<file path="config.mk">
export PLATFORM = sky130hd
export DESIGN_NAME = obi_axi4l_bridge
export DESIGN_NICKNAME = d
export VERILOG_FILES = /design/src/rtl/obi_axi4l_bridge.sv
export SDC_FILE = /design/constraint.sdc
export NUM_CORES = 1
export LEC_CHECK = 0
export BUFFER_PORTS_ARGS = -buffer_cell sky130_fd_sc_hd__clkbuf_2
export CORE_MARGIN = 2
export CORE_UTILIZATION = 45
export DETAILED_ROUTE_END_ITERATION = 8
export PLACE_DENSITY = 0.87
export SYNTH_ARGS = -nofsm -noshare
export SYNTH_HDL_FRONTEND = slang
export SYNTH_SLANG_ARGS = --single-unit
export TNS_END_PERCENT = 50
</file>
<file path="constraint.sdc">
create_clock -name clk -period 4 [get_ports clk]
set_clock_uncertainty 0.15 [all_clocks]
set_input_delay 1 -clock clk [delete_from_list [all_inputs] [get_ports clk]]
set_output_delay 1 -clock clk [all_outputs]
set_load 0.01 [all_outputs]
</file>
<file path="src/rtl/obi_axi4l_bridge.sv">
// Ibex request/grant/rvalid bus to AXI4-Lite master bridge, one access in flight.
// state  | meaning
// IDLE   | no access in flight; grant offered to the core
// WRITE  | AW/W issued, waiting for both handshakes and the B response
// READ   | AR issued, waiting for its handshake and the R response
module obi_axi4l_bridge #(
   parameter int ADDR_WIDTH = 32,
   parameter int DATA_WIDTH = 32
) (
   input  logic                    clk,
   input  logic                    rst,
   input  logic                    req_i,
   output logic                    gnt_o,
   input  logic                    we_i,
   input  logic [DATA_WIDTH/8-1:0] be_i,
   input  logic [ADDR_WIDTH-1:0]   addr_i,
   input  logic [DATA_WIDTH-1:0]   wdata_i,
   output logic                    rvalid_o,
   output logic [DATA_WIDTH-1:0]   rdata_o,
   output logic                    err_o,
   output logic                    awvalid_o,
   input  logic                    awready_i,
   output logic [ADDR_WIDTH-1:0]   awaddr_o,
   output logic [2:0]              awprot_o,
   output logic                    wvalid_o,
   input  logic                    wready_i,
   output logic [DATA_WIDTH-1:0]   wdata_o,
   output logic [DATA_WIDTH/8-1:0] wstrb_o,
   input  logic                    bvalid_i,
   output logic                    bready_o,
   input  logic [1:0]              bresp_i,
   output logic                    arvalid_o,
   input  logic                    arready_i,
   output logic [ADDR_WIDTH-1:0]   araddr_o,
   output logic [2:0]              arprot_o,
   input  logic                    rvalid_i,
   output logic                    rready_o,
   input  logic [DATA_WIDTH-1:0]   rdata_i,
   input  logic [1:0]              rresp_i
);

   localparam int STRB_WIDTH = DATA_WIDTH / 8;

   typedef enum logic [1:0] {
      S_IDLE  = 2'd0,
      S_WRITE = 2'd1,
      S_READ  = 2'd2
   } state_t;

   state_t                  r_state, w_state_nxt;
   logic                    r_awvalid, w_awvalid_nxt;
   logic                    r_wvalid, w_wvalid_nxt;
   logic                    r_arvalid, w_arvalid_nxt;
   logic                    r_bready, w_bready_nxt;
   logic                    r_rready, w_rready_nxt;
   logic                    r_rvalid, w_rvalid_nxt;
   logic                    r_err, w_err_nxt;
   logic [DATA_WIDTH-1:0]   r_rdata, w_rdata_nxt;
   logic [ADDR_WIDTH-1:0]   r_awaddr, w_awaddr_nxt;
   logic [ADDR_WIDTH-1:0]   r_araddr, w_araddr_nxt;
   logic [DATA_WIDTH-1:0]   r_wdata, w_wdata_nxt;
   logic [STRB_WIDTH-1:0]   r_wstrb, w_wstrb_nxt;
   logic [ADDR_WIDTH-1:0]   w_addr_aligned;
   logic                    w_unused;

   // Byte lane and response-type bits that carry no meaning on this path.
   assign w_unused       = ^{addr_i[1:0], bresp_i[0], rresp_i[0]};
   assign w_addr_aligned = {addr_i[ADDR_WIDTH-1:2], 2'b00};

   assign gnt_o     = req_i && (r_state == S_IDLE) && !rst;
   assign rvalid_o  = r_rvalid;
   assign rdata_o   = r_rdata;
   assign err_o     = r_err;
   assign awvalid_o = r_awvalid;
   assign awaddr_o  = r_awaddr;
   assign awprot_o  = 3'b000;
   assign wvalid_o  = r_wvalid;
   assign wdata_o   = r_wdata;
   assign wstrb_o   = r_wstrb;
   assign bready_o  = r_bready;
   assign arvalid_o = r_arvalid;
   assign araddr_o  = r_araddr;
   assign arprot_o  = 3'b000;
   assign rready_o  = r_rready;

   always_ff @(posedge clk) begin
      if (rst) begin
         r_state   <= S_IDLE;
         r_awvalid <= 1'b0;
         r_wvalid  <= 1'b0;
         r_arvalid <= 1'b0;
         r_bready  <= 1'b0;
         r_rready  <= 1'b0;
         r_rvalid  <= 1'b0;
         r_err     <= 1'b0;
         r_rdata   <= '0;
         r_awaddr  <= '0;
         r_araddr  <= '0;
         r_wdata   <= '0;
         r_wstrb   <= '0;
      end else begin
         r_state   <= w_state_nxt;
         r_awvalid <= w_awvalid_nxt;
         r_wvalid  <= w_wvalid_nxt;
         r_arvalid <= w_arvalid_nxt;
         r_bready  <= w_bready_nxt;
         r_rready  <= w_rready_nxt;
         r_rvalid  <= w_rvalid_nxt;
         r_err     <= w_err_nxt;
         r_rdata   <= w_rdata_nxt;
         r_awaddr  <= w_awaddr_nxt;
         r_araddr  <= w_araddr_nxt;
         r_wdata   <= w_wdata_nxt;
         r_wstrb   <= w_wstrb_nxt;
      end
   end

   always_comb begin
      w_state_nxt   = r_state;
      w_awvalid_nxt = r_awvalid;
      w_wvalid_nxt  = r_wvalid;
      w_arvalid_nxt = r_arvalid;
      w_bready_nxt  = r_bready;
      w_rready_nxt  = r_rready;
      w_rvalid_nxt  = 1'b0;
      w_err_nxt     = 1'b0;
      w_rdata_nxt   = '0;
      w_awaddr_nxt  = r_awaddr;
      w_araddr_nxt  = r_araddr;
      w_wdata_nxt   = r_wdata;
      w_wstrb_nxt   = r_wstrb;

      case (r_state)
         S_IDLE: begin
            if (gnt_o) begin
               if (we_i) begin
                  w_state_nxt   = S_WRITE;
                  w_awvalid_nxt = 1'b1;
                  w_wvalid_nxt  = 1'b1;
                  w_bready_nxt  = 1'b1;
                  w_awaddr_nxt  = w_addr_aligned;
                  w_wdata_nxt   = wdata_i;
                  w_wstrb_nxt   = be_i;
               end else begin
                  w_state_nxt   = S_READ;
                  w_arvalid_nxt = 1'b1;
                  w_rready_nxt  = 1'b1;
                  w_araddr_nxt  = w_addr_aligned;
               end
            end
         end
         S_WRITE: begin
            // AW and W retire independently; the B response closes the access.
            if (r_awvalid && awready_i) w_awvalid_nxt = 1'b0;
            if (r_wvalid && wready_i)   w_wvalid_nxt  = 1'b0;
            if (bvalid_i && r_bready) begin
               w_state_nxt   = S_IDLE;
               w_awvalid_nxt = 1'b0;
               w_wvalid_nxt  = 1'b0;
               w_bready_nxt  = 1'b0;
               w_rvalid_nxt  = 1'b1;
               w_err_nxt     = bresp_i[1];
            end
         end
         S_READ: begin
            if (r_arvalid && arready_i) w_arvalid_nxt = 1'b0;
            if (rvalid_i && r_rready) begin
               w_state_nxt   = S_IDLE;
               w_arvalid_nxt = 1'b0;
               w_rready_nxt  = 1'b0;
               w_rvalid_nxt  = 1'b1;
               w_rdata_nxt   = rdata_i;
               w_err_nxt     = rresp_i[1];
            end
         end
         default: begin
            w_state_nxt = S_IDLE;
         end
      endcase
   end

endmodule
</file>
==> results by group <==
Outcome
  – Status: finished, final reports clean

Yosys
  – Mapped cell area: roughly 4800 um2
  – Post-Synth Simple-Gate Area: 22.5%
  – Yosys Warn Count: 0
  – Ys async rst share: 0%
  – Synth cell types: 31
  – Post-synth top area cell: dfxtp_1
  – Dominant cell by count in the synthesized netlist: nand2_1
  – Commonest cells in the netlist: 197 x nand2_1, 137 x dfxtp_1, 102 x a21oi_1, 32 x and2_1
  – Syn Inst Count: around 560
  – Post-synth EDFFs: 0
  – Register bit total from synthesis: 137
  – Post-synth top flop: dfxtp_1
  – Post-Syn Area per Cell: 8.59 um2
  – Synth Area in Compound Gates: about 13%
  – Xor/xnor share of the synthesized area: 0%
  – Post-synthesis adder-cell area fraction: less than 1%
  – Largest family of logic cells by synthesized area: simple AND/OR/NAND/NOR gates
  – Sequential area share after synthesis: 57.2%
  – Post-synth top area share: between 50% and 60%
  – Area contributors post-synth: dfxtp_1 57%, nand2_1 15%, a21oi_1 11%
  – Mux share of post-synthesis cell area: 0%

Cells and area
  – Fin nets: between 900 and 1000
  – Fraction of layout cells with a size suffix above 1: a little over a third
  – # diodes: 0
  – Fillers: approximately 920
  – Area grow syn2layout: 37.0%

Worst setup path
  – Worst EP required: around 2.9 ns
  – Worst Setup Start Kind: register
  – Worst-case reg-to-reg path depth: 6
  – Critical Path End Type: output pin
  – Critical Path AT: 1.76 ns
  – Crit Path Category: reg -> out
  – CP max FO: 12

Timing
  – Setup violators final: 0
  – Max-slew violations: 0
  – Tmin final: between 2 and 3 ns
  – Max Clk Rate: 344 MHz
  – Unrepaired setup endpoints after global routing: false
  – Crit share post-route: 72.7%
  – Slew Limit Headroom: between 50% and 60%
  – Fin. Hold Viols: 0
  – Setup TNS: 0 ns
  – Pin slew with the least headroom to its limit: 0.701 ns

Detailed routing
  – Post-Route WL: approximately 13000 um
  – Avg Vias per Cell: about 4.8
  – # DRC: 0
  – DRT iter0 DRCs: roughly 190
  – Initial DRT Pass Iterations: 5
  – Routed len/inst: 13.4 um
  – Vias: about 4500
  – Antenna Nets Post-Route: 0

Die
  – Num ports: around 260
  – DIE AREA: 11500 um2
  – Die height: ~110 um
  – Area of the core: ~10000 um2
  – Die width: between 100 and 150 um
  – Row cnt: 37
  – Initial Utilization: a little under half

Clock network
  – CTS sink cnt: approximately 140
  – Clock tree buffer depth: 2
  – CTS Hold Bufs: 0
  – H-tree depth: 4
  – Clk slew on worst S/H paths: 0.06 ns
  – Clock latency on the worst-skew pair: approximately 0.5 ns
  – TritonCTS clock tree: built
  – Post-CTS setup buffers: 0
  – Root buffer cell: clkbuf_8
  – Resized Gates After CTS: 0
  – CTS Buf Count: 17

Global routing
  – Final global-route overflow total: 0
  – First-pass GRT wire length: 19200 um
  – GR Util All Layers: 21.2%
  – Largest net degree at the start of global routing: 66
  – Initial antenna violation count: 0
  – Vias in the first global route: between 4000 and 5000

Placed design
  – Hpwl dp: between 8000 and 9000 um
  – Port Buffers: around 240
  – Placer Congestion: about 0.78

Job
  – Maximum capacitance violations: 0

Hold path
  – Type of the worst min-delay path: reg -> reg
  – Hold Path Cell Cnt: 2

Pwr
  – Power Dens Cells: just under 500 nW/um2
  – Leak: about 3.0 nW
  – Total power: about 3.2 mW
  – VDD IR max: between 0.2 and 0.25 mV
worst max-delay path: stages (launching register included):
cell and delay (ns):
dfxtp_1 0.32, inv_1 0.10, ha_1 0.40, nand2_1 0.14
nor2_1 0.13, clkbuf_2 0.17
logic make-up (layout without fill, tap and decap cells):
kind of cell             Yosys count  in the layout
AO/OA/AOI/OAI                    114            114
AND/OR/NAND/NOR                  248            248
other                              1             10
buffers and inverters             55            290
adder cells (fa/ha/maj)            3              3
flip-flops                       137            137
metal layers:
layer | GRT usage, % | part of all wire [%] | wire length, um
met1 | 23.4 | 39 | 4900
met2 | 36.9 | 51 | 6440
met3 | 8.33 | 8.5 | 1070
met4 | 7.24 | 1.2 | 157
met5 | 0 | 0 | 0
sequential cells by signal (all words and copies together), names as in the netlist:
signal     count
err_o          1
awaddr_o      30
r_state        2
arvalid_o      1
awvalid_o      1
araddr_o      30
rready_o       1
wvalid_o       1
bready_o       1
rdata_o       32
rvalid_o       1
wstrb_o        4
wdata_o       32
where the power goes:
group / leakage, nW / total, mW / switching, mW / internal (mW)
Clock: 0.265 / 1.51 / 0.598 / 0.911
Sequential: 1.11 / 1.44 / 0.0267 / 1.41
Combinational: 1.62 / 0.277 / 0.163 / 0.115
Total: 2.99 / 3.22 / 0.787 / 2.44
layout by cell type (no fill, tap or decap):
master,instances
a221o_1,1
and2_1,32
buf_4,6
a21oi_1,102
a221oi_1,2
clkbuf_1,2
nor2_1,2
clkinv_4,2
and4b_2,1
nand3_1,4
inv_1,8
conb_1,10
a22o_1,1
ha_1,3
a211oi_1,1
o21ai_0,2
nand4b_1,1
and4bb_2,1
clkinvlp_4,5
bufinv_16,2
nand2b_1,3
o32ai_1,2
dfxtp_1,137
clkbuf_2,243
nand4_1,2
a222oi_1,1
a31oi_1,2
inv_6,3
buf_12,1
clkbuf_8,2
nor2b_1,2
or2_2,1
clkbuf_16,16
nand3b_4,1
nand4bb_1,1
nand2_1,197
stage by stage:
| step | utilization (%) | instance area (um2) | setup WS [ns] | hold slack [ns] | std cells |
|---|---|---|---|---|---|
| after CTS | 63.6 | 6560 | 1.05 | 0.304 | 938 |
| after floorplan | - | 4820 | 1.31 | 0.331 | 567 |
| after global routing | 63.6 | 6560 | 0.926 | 0.321 | 938 |
| final | 63.6 | 6560 | 1.09 | 0.302 | 938 |
| after detailed placement | 58.0 | 5980 | 1.16 | 0.296 | 906 |
| after global placement | 58.0 | 5980 | 1.19 | 0.291 | 906 |
area by class of cell:
cell class / instances / area [um2] / area share, %
sequential: 137 / 2740 / 41.8
multi-input combinational: 375 / 1760 / 26.8
clock buffer: 20 / 435 / 6.64
inverter: 8 / 30.0 / 0.458
timing repair buffer: 250 / 1280 / 19.5
tap: 136 / 170 / 2.59
clock inverter: 12 / 141 / 2.15
path summary, 6_finish.rpt:
kind                                                start                        end  slack (ns)
worst min register to register  araddr_o[16]$_SDFFE_PP0P_  araddr_o[16]$_SDFFE_PP0P_        0.30
worst max register to register    r_state[0]$_SDFFE_PP0P_    wstrb_o[3]$_SDFFE_PP0P_        1.79
worst max-delay path              r_state[0]$_SDFFE_PP0P_                      gnt_o        1.09
worst min-delay path            araddr_o[16]$_SDFFE_PP0P_  araddr_o[16]$_SDFFE_PP0P_        0.30
(Power assumes the default switching activity.)
